==> src/rtl/cpu_pkg.sv <==
// Shared types and sizing for the CPU pipeline control blocks.
// Latency: n/a (declarations only).
// Backpressure: n/a.
package cpu_pkg;

    typedef enum logic [1:0] {
        BOOT  = 2'd0,
        RUN   = 2'd1,
        STALL = 2'd2
    } hz_state_t;

    localparam int NUM_REGS_C = 16;
    localparam int RADDR_W_C  = 5;

endpackage

==> src/rtl/retire_shift.sv <==
// Delay line of {valid, rd} tags tracking register writes in flight to writeback.
// Latency: DEPTH cycles from i_vld/i_dat to o_vld/o_dat (output is registered).
// Backpressure: none; shifts every cycle, empty slots travel as invalid.
module retire_shift #(
    parameter int DEPTH = 2,
    parameter int W     = 5
) (
    input  logic         clk,
    input  logic         rst_n,
    input  logic         i_vld,
    input  logic [W-1:0] i_dat,
    output logic         o_vld,
    output logic [W-1:0] o_dat
);

    logic [DEPTH-1:0] r_vld;
    logic [W-1:0]     r_dat [DEPTH];

    always_ff @(posedge clk or negedge rst_n) begin
        if (!rst_n) begin
            r_vld <= '0;
            for (int i = 0; i < DEPTH; i++) begin
                r_dat[i] <= '0;
            end
        end else begin
            r_vld[0] <= i_vld;
            r_dat[0] <= i_dat;
            for (int i = 1; i < DEPTH; i++) begin
                r_vld[i] <= r_vld[i-1];
                r_dat[i] <= r_dat[i-1];
            end
        end
    end

    assign o_vld = r_vld[DEPTH-1];
    assign o_dat = r_dat[DEPTH-1];

endmodule

==> src/rtl/hazard_ctrl.sv <==
// RAW interlock: scoreboard of in-flight writes, stalls fetch while decode reads one; optional HAZARD_STATS_EN stall counter.
// Latency: all outputs combinational from state, scoreboard and dec_* inputs.
// Backpressure: stall/bubble held while a source is pending and for BOOT_CYCLES after reset.
module hazard_ctrl
    import cpu_pkg::*;
#(
    parameter int NUM_REGS    = NUM_REGS_C,
    parameter int RADDR_W     = RADDR_W_C,
    parameter int WB_LATENCY  = 2,
    parameter int BOOT_CYCLES = 2
) (
    input  logic                clk,
    input  logic                reset,
    input  logic                dec_valid,
    input  logic [RADDR_W-1:0]  dec_rs1,
    input  logic [RADDR_W-1:0]  dec_rs2,
    input  logic                dec_use_rs1,
    input  logic                dec_use_rs2,
    input  logic [RADDR_W-1:0]  dec_rd,
    input  logic                dec_wen,
    output logic                stall,
    output logic                bubble,
    output logic                issue,
    output logic [NUM_REGS-1:0] pending
`ifdef HAZARD_STATS_EN
    ,
    output logic [31:0]         stall_cycles
`endif
);

    localparam int BCW = (BOOT_CYCLES > 1) ? $clog2(BOOT_CYCLES) : 1;

    hz_state_t           r_state;
    hz_state_t           w_state_nxt;
    logic [BCW-1:0]      r_boot_cnt;
    logic [NUM_REGS-1:0] r_pending;

    logic                w_rs1_hit;
    logic                w_rs2_hit;
    logic                w_hz;
    logic [NUM_REGS-1:0] w_rd_onehot;
    logic [NUM_REGS-1:0] w_set_mask;
    logic [NUM_REGS-1:0] w_clr_mask;
    logic                w_rd_ok;
    logic                w_ret_vld;
    logic [RADDR_W-1:0]  w_ret_dat;

    // Index 0 is hardwired zero and out-of-range indices are never tracked,
    // so the loops start at 1 and stop at NUM_REGS-1.
    always_comb begin
        w_rs1_hit   = 1'b0;
        w_rs2_hit   = 1'b0;
        w_rd_onehot = '0;
        w_clr_mask  = '0;
        for (int i = 1; i < NUM_REGS; i++) begin
            if (dec_rs1 == RADDR_W'(i)) w_rs1_hit = r_pending[i];
            if (dec_rs2 == RADDR_W'(i)) w_rs2_hit = r_pending[i];
            if (dec_rd == RADDR_W'(i))  w_rd_onehot[i] = 1'b1;
            if (w_ret_dat == RADDR_W'(i)) w_clr_mask[i] = w_ret_vld;
        end
    end

    assign w_hz = dec_valid & ((dec_use_rs1 & w_rs1_hit) | (dec_use_rs2 & w_rs2_hit));

    always_comb begin
        stall       = 1'b1;
        bubble      = 1'b1;
        issue       = 1'b0;
        w_state_nxt = r_state;
        case (r_state)
            BOOT: begin
                if (r_boot_cnt == BCW'(BOOT_CYCLES - 1)) w_state_nxt = RUN;
            end
            RUN, STALL: begin
                if (w_hz) begin
                    w_state_nxt = STALL;
                end else begin
                    stall       = 1'b0;
                    bubble      = 1'b0;
                    issue       = dec_valid;
                    w_state_nxt = RUN;
                end
            end
            default: w_state_nxt = BOOT;
        endcase
    end

    assign w_rd_ok    = |w_rd_onehot;
    assign w_set_mask = w_rd_onehot & {NUM_REGS{issue & dec_wen}};

    retire_shift #(
        .DEPTH (WB_LATENCY),
        .W     (RADDR_W)
    ) u_retire_shift (
        .clk   (clk),
        .rst_n (reset),
        .i_vld (issue & dec_wen & w_rd_ok),
        .i_dat (dec_rd),
        .o_vld (w_ret_vld),
        .o_dat (w_ret_dat)
    );

    always_ff @(posedge clk or negedge reset) begin
        if (!reset) begin
            r_state    <= BOOT;
            r_boot_cnt <= '0;
            r_pending  <= '0;
        end else begin
            r_state <= w_state_nxt;
            if (r_state == BOOT) r_boot_cnt <= r_boot_cnt + BCW'(1);
            // A newer writer to the retiring register keeps its bit set.
            r_pending <= (r_pending & ~w_clr_mask) | w_set_mask;
        end
    end

    assign pending = r_pending;

`ifdef HAZARD_STATS_EN
    logic [31:0] r_stall_cycles;

    always_ff @(posedge clk or negedge reset) begin
        if (!reset) begin
            r_stall_cycles <= '0;
        end else if ((r_state != BOOT) && w_hz && (r_stall_cycles != '1)) begin
            r_stall_cycles <= r_stall_cycles + 32'd1;
        end
    end

    assign stall_cycles = r_stall_cycles;
`endif

endmodule

==> config.mk <==
export PLATFORM = sky130hd
export DESIGN_NAME = hazard_ctrl
export DESIGN_NICKNAME = d
export VERILOG_FILES = /design/src/rtl/cpu_pkg.sv /design/src/rtl/retire_shift.sv /design/src/rtl/hazard_ctrl.sv
export SDC_FILE = /design/constraint.sdc
export NUM_CORES = 1
export LEC_CHECK = 0
export BUFFER_PORTS_ARGS = -buffer_cell sky130_fd_sc_hd__buf_2
export CAP_MARGIN = 20
export CORE_MARGIN = 3
export CORE_UTILIZATION = 50
export CTS_CLUSTER_DIAMETER = 40
export DETAILED_ROUTE_END_ITERATION = 6
export PLACE_DENSITY = 0.73
export SETUP_SLACK_MARGIN = 0.4
export SLEW_MARGIN = 20
export SYNTH_ARGS = -nofsm -noshare
export SYNTH_HDL_FRONTEND = slang
export SYNTH_SLANG_ARGS = --single-unit
==> constraint.sdc <==
create_clock -name clk -period 2.3 [get_ports clk]
set_input_delay 0.23 -clock clk [delete_from_list [all_inputs] [get_ports clk]]
set_output_delay 0.23 -clock clk [all_outputs]
set_load 0.1 [all_outputs]
* After elaboration in Yosys (flattened, before gate mapping)
Index checks and enable logic that the tools add are counted.
** Word-level totals
- Input bits :: 21
- Output and inout bits :: 19
- Word-level logic and storage cells :: 150
- Flip-flop bits (word level) :: 31
** Cells by class
- Mux-type cells :: 67
- Reduce and logical (&&, ||, !) cells :: 3
- Add/subtract/negate cells :: 1
- Bitwise logic cells :: 10
- Equality and inequality tests :: 63
** Operators by type and width (number)
- $eq A5 B4 Y1 const B :: 32
- $eq A5 B3 Y1 const B :: 16
- $mux W1 :: 64
- $eq A5 B2 Y1 const B :: 8
- $and A16 B16 Y16 :: 2
- $eq A5 B1 Y1 const B :: 4
- $not A16 Y16 :: 1
- $or A16 B16 Y16 :: 1
- $reduce_or A15 Y1 :: 1
- $and A1 B1 Y1 :: 5
- $mux W2 :: 2
- $pmux W2 S2 :: 1
- $eq A2 B1 Y1 const B :: 1
- $eq A2 B2 Y1 const B :: 1
- $logic_not A2 Y1 :: 1
- $ne A2 B2 Y1 const B :: 1
- $reduce_or A2 Y1 :: 1
- $add A1 B1 Y1 const B :: 1
- $or A1 B1 Y1 :: 1

* Logic depth before layout (Yosys ltp)
Gate-level depths: netlist of run 1.
- Word-level depth :: 24
- Gate-level depth with buffers :: 8

* By module
A second synthesis of run 1 with hierarchy kept.
** Second synthesis, totals
- Cells, all modules :: 174
- Area total of the unflattened synthesis :: 1670.4 µm²
** By module, submodules not included
- hazard_ctrl :: cells an instance 157, times used 1, area an instance 1332.5 µm²
- retire_shift :: cells an instance 17, times used 1, area an instance 337.8 µm²

* Worst setup path after synthesis of run 1
No wires, ideal clock.
- Path type :: register to output
- From :: register r_pending[12], in the netlist pending[12]
- To :: output port issue
- Setup slack :: -2936 ps
- Arrival time :: 5006 ps
- Buffers on the path :: 1
- Cell stages (with the launch flop) :: 7
- Data required time :: 2070 ps
- Cells stage by stage :: dfrtp_1 -> or3_1 -> o22ai_2 -> a311o_2 -> a2bb2o_4 -> buf_6 -> nor4b_1
** On the way
- Cells in the longest elaborated chain, start to end :: 9
- Elaborated cells between the ends (all ways) :: 14
- Classes of those cells :: mux: 10; bitwise: 4
** RTL lines
- from (decl) :: line hazard_ctrl.sv:36 : logic [NUM_REGS-1:0] r_pending;
- from (signal assigned) :: line hazard_ctrl.sv:112 : r_pending <= (r_pending & ~w_clr_mask) | w_set_mask;
- $mux W1 (on tied branches) (4 in series) :: line hazard_ctrl.sv:56, hazard_ctrl.sv:57
- $and A1 B1 Y1 :: line hazard_ctrl.sv:63 : assign w_hz = dec_valid & ((dec_use_rs1 & w_rs1_hit) | (dec_use_rs2 & w_rs2_hit));
- $or A1 B1 Y1 (*) :: line hazard_ctrl.sv:63
- $and A1 B1 Y1 (*) :: line hazard_ctrl.sv:63
- $mux W1 (*) :: line hazard_ctrl.sv:75 : if (w_hz) begin
- $mux W1 (*) :: line hazard_ctrl.sv:70 : case (r_state)
- to (decl) :: line hazard_ctrl.sv:23 : output logic issue,
Every way passes the cells marked *; elsewhere a longest branch is shown, timed or not.

* Worst setup path in the final report of run 1
- From :: register r_pending[11], in the netlist pending[11]
- To :: output port issue
** On the way
- Cells in the longest elaborated chain, start to end :: 10
- Elaborated cells between the ends (all ways) :: 16
- Classes of those cells :: mux: 12; bitwise: 4
** RTL lines (line)
- $mux W1 (on tied branches) (5 in series) :: hazard_ctrl.sv:56, hazard_ctrl.sv:57
- $and A1 B1 Y1 :: hazard_ctrl.sv:63
- $or A1 B1 Y1 (*) :: hazard_ctrl.sv:63
- $and A1 B1 Y1 (*) :: hazard_ctrl.sv:63
- $mux W1 (*) :: hazard_ctrl.sv:75
- $mux W1 (*) :: hazard_ctrl.sv:70
Marks and branches as above.

==> flow_summary.rst, run 1 <==
.. list-table::
   :header-rows: 1

   * - Metric
     - Value
   * - Count of flip-flops with a built-in enable after synthesis
     - 0
   * - Detailed-placement wirelength estimate
     - 3.60 mm
   * - Crit path DAT
     - 2260 ps
   * - Detail-routed net length per standard cell
     - 19.6 um
   * - Most frequent cells after synthesis
     - sky130_fd_sc_hd__dfrtp_1, sky130_fd_sc_hd__o21ai_0, sky130_fd_sc_hd__nand2_1, sky130_fd_sc_hd__and3_1, sky130_fd_sc_hd__o311ai_0
   * - CTS tree
     - yes
   * - Maximum number of pins on one net before global-route repair
     - 31
   * - Slew of the pin with the lowest slew margin
     - 647 ps
   * - Max Clock Freq
     - 402 MHz
   * - Kind of capture point of the worst setup path
     - output pin
   * - Number of unique standard cell types used by synthesis
     - 43
   * - Number of endpoints with negative hold slack in the final report
     - 0
   * - Dominant cell by count in the synthesized netlist
     - sky130_fd_sc_hd__dfrtp_1
   * - Unrepaired setup endpoints after global routing
     - yes
   * - Starting density of the core
     - 53.8%
   * - Fraction of layout instances using a drive strength above 1
     - 44.5%
   * - Total length of routed wires
     - 5.74 mm
   * - Portion of synthesized cell area occupied by the leading cell type
     - 40.6%
   * - H-Tree Depth
     - 2
   * - Standard-cell rows
     - 21
   * - Shortest period the worst path allows
     - 2490 ps
   * - Port Buffer Count
     - 38
   * - Final Total Pwr
     - 2.30 mW
   * - Final-layout fill cell count
     - 225
   * - Max Root-Sink Buffers
     - 2
   * - Category of the most critical setup path
     - reg -> out
   * - Slew Viols, Final
     - 0
   * - Final Core Density
     - 77.3%
   * - Global-route total usage across every layer
     - 22.7%
   * - Yosys Warn Count
     - 0
   * - Vertical die dimension
     - 66.8 um
   * - Largest driver fanout on the critical path
     - 4
   * - Synthesized flop and latch total
     - 30
   * - Highest routing layer actually used
     - met4
   * - Total inserted antenna cells
     - 0
   * - Met1 wire length
     - 2.10 mm
   * - Source-to-sink clock delay at the later pin of the worst-skew pair
     - 280 ps
   * - Placer Congestion
     - 0.959
   * - Total overflow reported by the global router
     - 0
   * - Initial antenna violation count
     - 0
   * - Placed cell count
     - 280
   * - Core outline area
     - 3440 um^2
   * - Detailed-route vias per instance
     - 6.24
   * - Maximum VDD drop
     - 501 uV
   * - Vias post-DR
     - 1,827
   * - FFs w/ async S/R, synth
     - 100%
   * - Ratio of total power to cell area
     - 866 nW/um^2
   * - Worst min-delay path class
     - in -> reg
   * - Mean Syn Cell Area
     - 9.49 um^2
   * - Outcome
     - finished, violations left
   * - Syn Inst Count
     - 195
   * - Fin cells
     - 293
   * - Count of boundary I/O pins
     - 40
   * - Dominant cell type by area after synthesis
     - sky130_fd_sc_hd__dfrtp_1
   * - Smallest setup slack after layout
     - -185 ps
   * - Area growth from synthesis to final layout
     - 43.8%
   * - Clock slew seen by the registers of the worst setup and hold paths
     - 60 ps
   * - Met2 wire len
     - 2.95 mm
   * - Top FF cell, synth
     - sky130_fd_sc_hd__dfrtp_1
   * - CTS Buf Count
     - 5
   * - Number of failing setup endpoints in the final timing report
     - 3
   * - Final-stage net count
     - 269
   * - Sequential-to-total area share from yosys stat
     - 40.6%
   * - Hold slack
     - 82.9 ps
   * - First DRT Iteration DRCs
     - 151
   * - Wire length of the first global-routing pass
     - 7.47 mm
   * - Via count of the first global-routing pass
     - 1,603
   * - CP Data Required Time
     - 2070 ps
   * - Largest cells by area after synthesis
     - sky130_fd_sc_hd__dfrtp_1, sky130_fd_sc_hd__o311ai_0, sky130_fd_sc_hd__o21ai_0
   * - Sink count of the clock tree
     - 30
   * - DRC violation count after routing
     - 0
   * - Worst-case register-to-register setup slack
     - 210 ps
   * - Kind of launch point of the worst setup path
     - flip-flop
   * - First-pass DRT Iterations
     - 4
   * - Violated checks
     - negative setup slack
   * - Area of the mapped netlist
     - 1850 um^2
   * - Clock Tree Root
     - sky130_fd_sc_hd__clkbuf_8
   * - Mapped Nets
     - 218
   * - Met3 wirelength from detailed routing
     - 491 um
   * - Number of routed nets with antenna violations
     - 0
   * - Share of the cycle needed by the critical path after routing
     - 108%
   * - Remaining max-slew budget at the tightest pin
     - 56.9%
   * - P_leak
     - 1.01 nW
   * - Die Outline Area
     - 4470 um^2
   * - Fin Clk Skew
     - 4.72 ps
   * - Horizontal extent of the die
     - 66.8 um
   * - Max-cap viol count
     - 0
[where the power goes]
| group | switching [mW] | leakage, nW | internal (mW) |
|---|---|---|---|
| clock | 0.192 | 0.0482 | 0.241 |
| sequential | 0.0677 | 0.316 | 0.613 |
| combinational | 0.816 | 0.647 | 0.375 |
| total | 1.08 | 1.01 | 1.23 |
[flip-flops by register name, summed over array words and instances, names as in the netlist]
name and flops:
u_retire_shift.r_vld 2, u_retire_shift.o_dat 5, r_boot_cnt 1, pending 15
u_retire_shift.r_dat 5, r_state 2
[path summary, 6_finish.rpt]
kind                       depth (start not counted)                     from                      end
min in group asynchronous                          2                    reset               r_state[0]
max in group asynchronous                          2                    reset              pending[12]
hold / removal                                     1                dec_rd[4]  u_retire_shift.r_dat[9]
setup / recovery                                   5              pending[11]                    issue
hold reg to reg                                    0  u_retire_shift.r_dat[8]  u_retire_shift.o_dat[3]
setup reg to reg                                   6              pending[11]  u_retire_shift.r_vld[0]
[critical path: stages, from the launching register on]
cell	delay, ps
sky130_fd_sc_hd__dfrtp_4	470
sky130_fd_sc_hd__mux4_2	510
sky130_fd_sc_hd__a211oi_4	320
sky130_fd_sc_hd__nor3_4	100
sky130_fd_sc_hd__nor4b_4	350
sky130_fd_sc_hd__buf_12	210
[through the flow]
stage	cell area [um^2]	TNS (ps)	setup WS (ps)
after floorplan	1930	-1030	-597
after global placement	2210	0	42.3
after detailed placement	2210	0	22.3
after CTS	2350	-492	-168
after global routing	2660	-651	-240
final	2660	-497	-185
[layer usage]
metal  global-route usage [%]  vias to the layer above
met5                        0                        -
met4                     8.12                        0
met3                     5.23                       18
met2                     37.6                       95
met1                     28.8                      880
li1                         -                      834
[cell type report]
type                            instances  area, um^2  area share [%]
Sequential cell                        30         788            29.6
Timing Repair Buffer                   58         417            15.7
Clock buffer                            7        86.3            3.24
Inverter                                5        18.8           0.705
Tap cell                               46        57.6            2.16
Clock inverter                          1        5.00           0.188
Multi-Input combinational cell        146        1290            48.4
[kinds of logic (layout without fill, tap and decap cells)]
logic type	count (synthesis)	count (layout)	synth area share, %
and+or+nand+nor	68	68	20.8
buffers and inverters	19	71	5.81
xor gates and xnor gates	1	1	0.473
adders and majority gates	2	2	1.35
DFF	30	30	40.6
AOI/OAI and AO/OA	62	62	23.5
other	1	1	0.203
muxes	12	12	7.30
[cells in the final DEF, fill, tap and decap left out, types with 2 or more instances in the layout]
cell type                  netlist  layout
sky130_fd_sc_hd__dfrtp_4         0       8
sky130_fd_sc_hd__nand2b_1        4       4
sky130_fd_sc_hd__buf_2           2      35
sky130_fd_sc_hd__nor2b_1         6       6
sky130_fd_sc_hd__a22oi_1         3       3
sky130_fd_sc_hd__and3_4          0       3
sky130_fd_sc_hd__o311ai_4        0       9
sky130_fd_sc_hd__nand3b_1        3       3
sky130_fd_sc_hd__a21oi_1         3       3
sky130_fd_sc_hd__dfrtp_2         0       6
sky130_fd_sc_hd__mux2i_1         9       9
sky130_fd_sc_hd__dfrtp_1        30      16
sky130_fd_sc_hd__buf_4           3      16
sky130_fd_sc_hd__o21ai_1        10      11
sky130_fd_sc_hd__inv_1           5       5
sky130_fd_sc_hd__nor3b_1         3       2
sky130_fd_sc_hd__ha_1            2       2
sky130_fd_sc_hd__mux2_2          2       2
sky130_fd_sc_hd__clkbuf_8        0       6
sky130_fd_sc_hd__o31ai_4         0       4
sky130_fd_sc_hd__o21ai_0        19      18
sky130_fd_sc_hd__nand2_1        13      12
sky130_fd_sc_hd__and3_1         12       9
sky130_fd_sc_hd__buf_12          0       5
sky130_fd_sc_hd__o31ai_1         6       2
sky130_fd_sc_hd__or3_1           3       2
sky130_fd_sc_hd__nand3_1         7       7
sky130_fd_sc_hd__nor2_1          8       8
sky130_fd_sc_hd__nor4b_4         0       2
sky130_fd_sc_hd__o311ai_1        0       3
[timing repair]
action / 4_1_cts / 5_1_grt
pin swaps: 0 / 16
hold endpoints to repair: 29 / 0
hold buffers: 1 / 0
setup endpoints to repair: 12 / 21
resized for setup: 7 / 55
buffers inserted: 2 / 2
Power figures use the tool's default switching activity.
==> inputs of run 2 (changes only) <==
--- a/config.mk
+++ b/config.mk
@@ -17,3 +17,4 @@
 export SYNTH_ARGS = -nofsm -noshare
 export SYNTH_HDL_FRONTEND = slang
 export SYNTH_SLANG_ARGS = --single-unit
+export TNS_END_PERCENT = 30
==> flow_summary.rst, run 2 (same netlist as run 1, synthesis figures left out) <==
.. list-table::
   :header-rows: 1

   * - Metric
     - Value
   * - Unrepaired setup endpoints after global routing
     - yes
   * - Slew Viols, Final
     - 0 (unchanged)
   * - Horizontal extent of the die
     - 66.8 um (unchanged)
   * - Share of power burned in registers
     - 29.2% (-0.3 points)
   * - Net switching power
     - 1.08 mW (+0.78%)
   * - Share of the cycle needed by the critical path after routing
     - 108% (+0.17 points)
   * - Violated checks
     - negative setup slack
   * - Via count of the first global-routing pass
     - 1,733 (+8.1%)
   * - Placer Congestion
     - 1.02 (+6.2%)
   * - Switching share of power
     - 46.5% (-0.20 points)
   * - Core outline area
     - 3440 um^2 (unchanged)
   * - Clock slew seen by the registers of the worst setup and hold paths
     - 70 ps (about the same)
   * - Sink count of the clock tree
     - 30 (unchanged)
   * - Detail-routed net length per standard cell
     - 20.4 um (+3.9%)
   * - Share of power burned in the clock network
     - 18.9% (about the same)
   * - Number of flip-flops in the largest register
     - 15 (unchanged)
   * - Total length of routed wires
     - 5.98 mm (+4.3%)
   * - CTS Buf Count
     - 5 (unchanged)
   * - Clock Tree Root
     - sky130_fd_sc_hd__clkbuf_8
   * - Final-stage net count
     - 270 (+0.37%)
   * - Most common cell after layout, fill and taps aside
     - sky130_fd_sc_hd__buf_2
   * - Area of all placed cells without fillers
     - 2670 um^2 (+0.14%)
   * - Placed instance area
     - 2220 um^2 (+0.34%)
   * - Maximum number of pins on one net before global-route repair
     - 31 (unchanged)
   * - Post-Place Setup Slack
     - 40.3 ps (+18.0 ps)
   * - Number of buffers and inverters on the critical path
     - 2 (+1)
   * - Smallest setup slack after layout
     - -189 ps (-3.85 ps)
   * - Source-to-sink clock delay at the later pin of the worst-skew pair
     - 280 ps (about the same)
   * - CP Data Required Time
     - 2070 ps (about the same)
   * - Remaining max-slew budget at the tightest pin
     - 55.5% (-1.3 points)
   * - Category of the most critical setup path
     - reg -> out
   * - Slew of the pin with the lowest slew margin
     - 667 ps (+19.7 ps)
   * - Starting density of the core
     - 53.8% (unchanged)
   * - Largest delay share family, worst path
     - simple AND/OR/NAND/NOR gates
   * - Highest-count cells in the layout ignoring fill and taps
     - sky130_fd_sc_hd__buf_2, sky130_fd_sc_hd__o21ai_0, sky130_fd_sc_hd__dfrtp_1
   * - Maximum VDD drop
     - 681 uV (+36%)
   * - Final Core Density
     - 77.4% (+0.11 points)
   * - Area growth from synthesis to final layout
     - 44.0%
   * - Crit path largest cell delay
     - 490 ps (-20 ps)
   * - Slowest library cell on the worst path
     - sky130_fd_sc_hd__dfrtp_4
   * - Max Root-Sink Buffers
     - 2 (unchanged)
   * - Max Clock Freq
     - 402 MHz (-0.15%)
   * - Number of failing setup endpoints in the final timing report
     - 3 (unchanged)
   * - Fraction of layout instances using a drive strength above 1
     - 44.4% (-0.18 points)
   * - Die Outline Area
     - 4470 um^2 (unchanged)
   * - P_leak
     - 1.02 nW (+0.78%)
   * - Detailed-placement wirelength estimate
     - 3.86 mm (+7.1%)
   * - Outcome
     - finished, violations left
   * - Global-route total usage across every layer
     - 24.6% (+1.9 points)
   * - Total inserted antenna cells
     - 0 (unchanged)
   * - Vertical die dimension
     - 66.8 um (unchanged)
   * - Number of routed nets with antenna violations
     - 0 (unchanged)
   * - Kind of capture point of the worst setup path
     - output pin
   * - Worst min-delay path class
     - in -> reg
   * - Port Buffer Count
     - 38 (unchanged)
   * - Total overflow reported by the global router
     - 0 (unchanged)
   * - Hold slack
     - 101 ps (+18.2 ps)
   * - Crit path DAT
     - 2260 ps (about the same)
   * - DRC violation count after routing
     - 0 (unchanged)
   * - Number of endpoints with negative hold slack in the final report
     - 0 (unchanged)
   * - First-pass DRT Iterations
     - 4 (unchanged)
   * - Kind of launch point of the worst setup path
     - flip-flop
   * - Internal power
     - 1.25 mW (+1.6%)
   * - Largest driver fanout on the critical path
     - 4 (unchanged)
   * - Initial antenna violation count
     - 0 (unchanged)
   * - CTS tree
     - yes
   * - Standard-cell rows
     - 21 (unchanged)
   * - Shortest period the worst path allows
     - 2490 ps (+3.85 ps)
   * - Wire length of the first global-routing pass
     - 8.19 mm (+9.6%)
   * - Ratio of total power to cell area
     - 875 nW/um^2 (+1.1%)
   * - Setup total negative slack
     - -509 ps (-12.2 ps)
   * - H-Tree Depth
     - 2 (unchanged)
   * - Count of boundary I/O pins
     - 40 (unchanged)
   * - Fin Clk Skew
     - 8.71 ps (+3.99 ps)
   * - Share of power burned in combinational logic
     - 52.0% (+0.3 points)
   * - Detailed-route vias per instance
     - 6.39 (+2.5%)
   * - Vias post-DR
     - 1,879 (+2.8%)
   * - Max-cap viol count
     - 0 (unchanged)
   * - Worst-path cell chain
     - or3_4, o22ai_2, a311o_2, a2bb2o_4, buf_6, nor4b_4, buf_12
   * - First DRT Iteration DRCs
     - 233 (+54%)
-- run 2: changes by cell type in the layout (fill, tap and decap cells not counted), moves of 2 or more --
cell,before,now
sky130_fd_sc_hd__o31ai_1,2,4
sky130_fd_sc_hd__o31ai_2,0,2
sky130_fd_sc_hd__and3_1,9,11
sky130_fd_sc_hd__and3_4,3,1
sky130_fd_sc_hd__o311ai_1,3,0
sky130_fd_sc_hd__o311ai_4,9,11
sky130_fd_sc_hd__o31ai_4,4,0
-- run 2: path summary, 6_finish.rpt --
path                                    startpoint                 endpoint  slack (ps)  cells past startpoint
min in group asynchronous                    reset  u_retire_shift.r_vld[1]         530                      2
max in group asynchronous                    reset               pending[8]        1280                      2
max reg2reg                            pending[11]              pending[14]         220                      5
min reg2reg                u_retire_shift.r_dat[9]  u_retire_shift.o_dat[4]         350                      0
max                                    pending[12]                    issue        -190                      7
min                                      dec_rd[4]  u_retire_shift.r_dat[9]         100                      1
-- run 2: metal layers --
layer | GRT usage [%] | share of wire (%) | up-vias | wire length (um)
met5 | 0 | 0 | - | 0
met4 | 10.9 | 3.3 | 0 | 200
met3 | 3.88 | 7.7 | 28 | 458
met2 | 41.2 | 50 | 111 | 3000
met1 | 31.0 | 39 | 904 | 2330
li1 | - | - | 836 | -
-- run 2: what timing repair did --
| item | CTS | global route |
|---|---|---|
| setup buffers | 0 | 2 |
| pin swaps | 0 | 25 |
| hold endpoints to repair | 21 | 0 |
| hold buffers | 1 | 0 |
| endpoints found under the setup margin | 9 | 20 |
| resized for setup | 10 | 47 |
| gates cloned | 0 | 2 |
-- run 2: area by class of cell --
type	count	area, um^2
multi-input combinational	146	1280
sequential	30	788
fill	236	777
timing repair buffer	59	430
clock buffer	7	86.3
tap	46	57.6
inverter	5	18.8
clock inverter	1	5.00
-- run 2: metrics by stage --
stage	std cells	power, mW
6_report	294	2.33
5_1_grt	294	2.43
4_1_cts	290	2.16
3_5_place_dp	281	1.69
3_3_place_gp	281	1.67
2_1_floorplan	195	1.49
-- run 2: power groups by stage --
stage / registers [mW] / logic (mW) / clock network (mW)
after floorplan: 0.929 / 0.557 / 0
after global placement: 0.682 / 0.986 / 0
after detailed placement: 0.687 / 1.00 / 0
after CTS: 0.677 / 1.05 / 0.435
after global routing: 0.689 / 1.27 / 0.469
final: 0.681 / 1.21 / 0.440
==> inputs of run 3 (changes only) <==
--- a/config.mk
+++ b/config.mk
@@ -13,7 +13,6 @@
 export DETAILED_ROUTE_END_ITERATION = 6
 export PLACE_DENSITY = 0.73
 export SETUP_SLACK_MARGIN = 0.4
-export SLEW_MARGIN = 20
 export SYNTH_ARGS = -nofsm -noshare
 export SYNTH_HDL_FRONTEND = slang
 export SYNTH_SLANG_ARGS = --single-unit
==> constraint.sdc (replaced) <==
create_clock -name clk -period 3 [get_ports clk]
set_input_delay 0.3 -clock clk [delete_from_list [all_inputs] [get_ports clk]]
set_output_delay 0.3 -clock clk [all_outputs]
set_load 0.1 [all_outputs]
==> flow_summary.rst, run 3 (same netlist as run 1, synthesis figures left out) <==
.. list-table::
   :header-rows: 1

   * - Metric
     - Value
   * - Final Core Density
     - 66.5% (-11 points)
   * - Horizontal extent of the die
     - 66.8 um (unchanged)
   * - Global-route total usage across every layer
     - 23.8% (-0.80 points)
   * - Worst-case register-to-register setup slack
     - 900 ps (+680 ps)
   * - Outcome
     - complete, no violations
   * - Source-to-sink clock delay at the later pin of the worst-skew pair
     - 280 ps (about the same)
   * - Vias post-DR
     - 1,778 (-5.4%)
   * - Core outline area
     - 3440 um^2 (unchanged)
   * - Number of failing setup endpoints in the final timing report
     - 0 (-3)
   * - Die Outline Area
     - 4470 um^2 (unchanged)
   * - Most common cell after layout, fill and taps aside
     - sky130_fd_sc_hd__buf_2
   * - First DRT Iteration DRCs
     - 167 (-28%)
   * - Setup total negative slack
     - 0 ps (+509 ps)
   * - Kind of launch point of the worst setup path
     - flip-flop
   * - H-Tree Depth
     - 2 (unchanged)
   * - Shortest period the worst path allows
     - 2570 ps
   * - Maximum number of pins on one net before global-route repair
     - 31 (unchanged)
   * - Clock slew seen by the registers of the worst setup and hold paths
     - 60 ps (about the same)
   * - Crit path DAT
     - 2270 ps (about the same)
   * - Total inserted antenna cells
     - 0 (unchanged)
   * - Maximum VDD drop
     - 375 uV (-45%)
   * - Ratio of total power to cell area
     - 721 nW/um^2 (-18%)
   * - Standard-cell rows
     - 21 (unchanged)
   * - Detailed-placement wirelength estimate
     - 3.49 mm (-9.4%)
   * - Vertical die dimension
     - 66.8 um (unchanged)
   * - Starting density of the core
     - 53.8% (unchanged)
   * - Category of the most critical setup path
     - reg -> out
   * - Slew of the pin with the lowest slew margin
     - 728 ps (+60.8 ps)
   * - Wire length of the first global-routing pass
     - 7.87 mm (-3.9%)
   * - CP Data Required Time
     - 2700 ps (+630 ps)
   * - Kind of capture point of the worst setup path
     - output pin
   * - Area of the multi-input gates
     - 1040 um^2 (-18%)
   * - Hold slack
     - 33.9 ps (-67.2 ps)
   * - Global routing met3 resource utilization
     - 4.72% (+0.84 points)
   * - CTS Buf Count
     - 5 (unchanged)
   * - Slowest library cell on the worst path
     - sky130_fd_sc_hd__dfrtp_4
   * - CTS Hold Bufs
     - 0 (-1)
   * - Detailed-route vias per instance
     - 6.26 (-2.0%)
   * - Sink count of the clock tree
     - 30 (unchanged)
   * - Number of endpoints with negative hold slack in the final report
     - 0 (unchanged)
   * - Fraction of layout instances using a drive strength above 1
     - 34.5% (-9.9 points)
   * - Placer Congestion
     - 0.890 (-13%)
   * - Unrepaired setup endpoints after global routing
     - yes
   * - Remaining max-slew budget at the tightest pin
     - 50.8% (-4.7 points)
   * - Area growth from synthesis to final layout
     - 23.7%
   * - Max Clock Freq
     - 389 MHz
   * - Crit path largest cell delay
     - 500 ps (about the same)
   * - Worst min-delay path class
     - in -> async
   * - Total overflow reported by the global router
     - 0 (unchanged)
   * - Max Root-Sink Buffers
     - 2 (unchanged)
   * - Worst-path cell chain
     - or3_1, o22ai_2, a311o_2, a2bb2o_4, o32a_4, buf_8
   * - Number of buffers and inverters on the critical path
     - 1 (-1)
   * - Initial antenna violation count
     - 0 (unchanged)
   * - Largest delay share family, worst path
     - compound AO/OA/AOI/OAI gates
   * - Largest driver fanout on the critical path
     - 4 (unchanged)
   * - Footprint of the flip-flops and latches
     - 776 um^2 (-1.6%)
   * - Share of the cycle needed by the critical path after routing
     - 85.6%
   * - Fin cells
     - 284 (-3.4%)
   * - Slew Viols, Final
     - 0 (unchanged)
   * - GR Layer Usage met2
     - 38.6% (-2.6 points)
   * - Total length of routed wires
     - 4.91 mm (-18%)
   * - Detail-routed net length per standard cell
     - 17.3 um (-15%)
   * - Port Buffer Count
     - 38 (unchanged)
   * - GR peak layer
     - met2
   * - Highest-count cells in the layout ignoring fill and taps
     - sky130_fd_sc_hd__buf_2, sky130_fd_sc_hd__o21ai_0, sky130_fd_sc_hd__dfrtp_1
   * - Number of flip-flops in the largest register
     - 15 (unchanged)
   * - Fin Clk Skew
     - 4.15 ps (-4.56 ps)
   * - Count of boundary I/O pins
     - 40 (unchanged)
   * - Placed cell count
     - 270 (-3.9%)
   * - Final-stage net count
     - 260 (-3.7%)
   * - First-pass DRT Iterations
     - 5 (+1)
   * - P_leak
     - 0.926 nW (-9.2%)
   * - Max-cap viol count
     - 0 (unchanged)
   * - Via count of the first global-routing pass
     - 1,669 (-3.7%)
   * - Number of routed nets with antenna violations
     - 0 (unchanged)
   * - DRC violation count after routing
     - 0 (unchanged)
   * - Clock Tree Root
     - sky130_fd_sc_hd__clkbuf_8
   * - GR met1 Demand/Resource
     - 31.5% (+0.50 points)
   * - CTS tree
     - yes
   * - Final-layout fill cell count
     - 261 (+11%)
==> run 3: cell count changes in the layout (fill, tap and decap cells not counted), sizes merged <==
cell,change
dlygate4sd3,-1
a2bb2o,+1
clkbuf,-1
buf,-9
==> run 3: what timing repair did <==
| action | in CTS | in global routing |
|---|---|---|
| gates resized for setup | 7 | 0 |
| setup endpoints to repair | 2 | 3 |
| endpoints found under the hold margin | 0 | 0 |
| buffers inserted | 4 | 1 |
| cloned | 1 | 0 |
| pin swaps | 4 | 3 |
==> run 3: layout make-up <==
type,instances,area share [%]
Multi-Input combinational cell,147,45.7
Sequential cell,30,33.9
Timing Repair Buffer,48,13.1
Clock buffer,7,3.77
Tap cell,46,2.52
Inverter,5,0.820
Clock inverter,1,0.219
==> run 3: worst paths after layout <==
| path | start | to | depth (start not counted) |
|---|---|---|---|
| worst max-delay path | pending[12] | stall | 6 |
| worst min-delay path | reset | r_boot_cnt | 1 |
| worst max register to register | pending[11] | r_state[1] | 6 |
| worst min register to register | u_retire_shift.r_dat[8] | u_retire_shift.o_dat[3] | 0 |
| max in group asynchronous | reset | pending[11] | 1 |
| min in group clk | dec_rd[4] | u_retire_shift.r_dat[9] | 1 |
==> run 3: where the power goes <==
group | switching, mW | leakage (nW) | internal (mW)
logic | 0.567 | 0.564 | 0.232
registers | 0.0607 | 0.313 | 0.466
clock network | 0.140 | 0.0482 | 0.184
total | 0.769 | 0.926 | 0.882
==> run 3: metrics by stage <==
stage	power, mW	instance area (um^2)	setup WS, ps
after floorplan	1.13	1910	32.7
after global routing	1.73	2290	368
final	1.65	2290	431
after CTS	1.65	2280	400
after global placement	1.25	2120	362
after detailed placement	1.27	2120	298
==> run 3: routing by layer <==
layer / routed length, um / vias to the layer above
met4: 61 / 0
li1: - / 822
met2: 2350 / 102
met1: 2070 / 846
met3: 427 / 8
met5: 0 / -
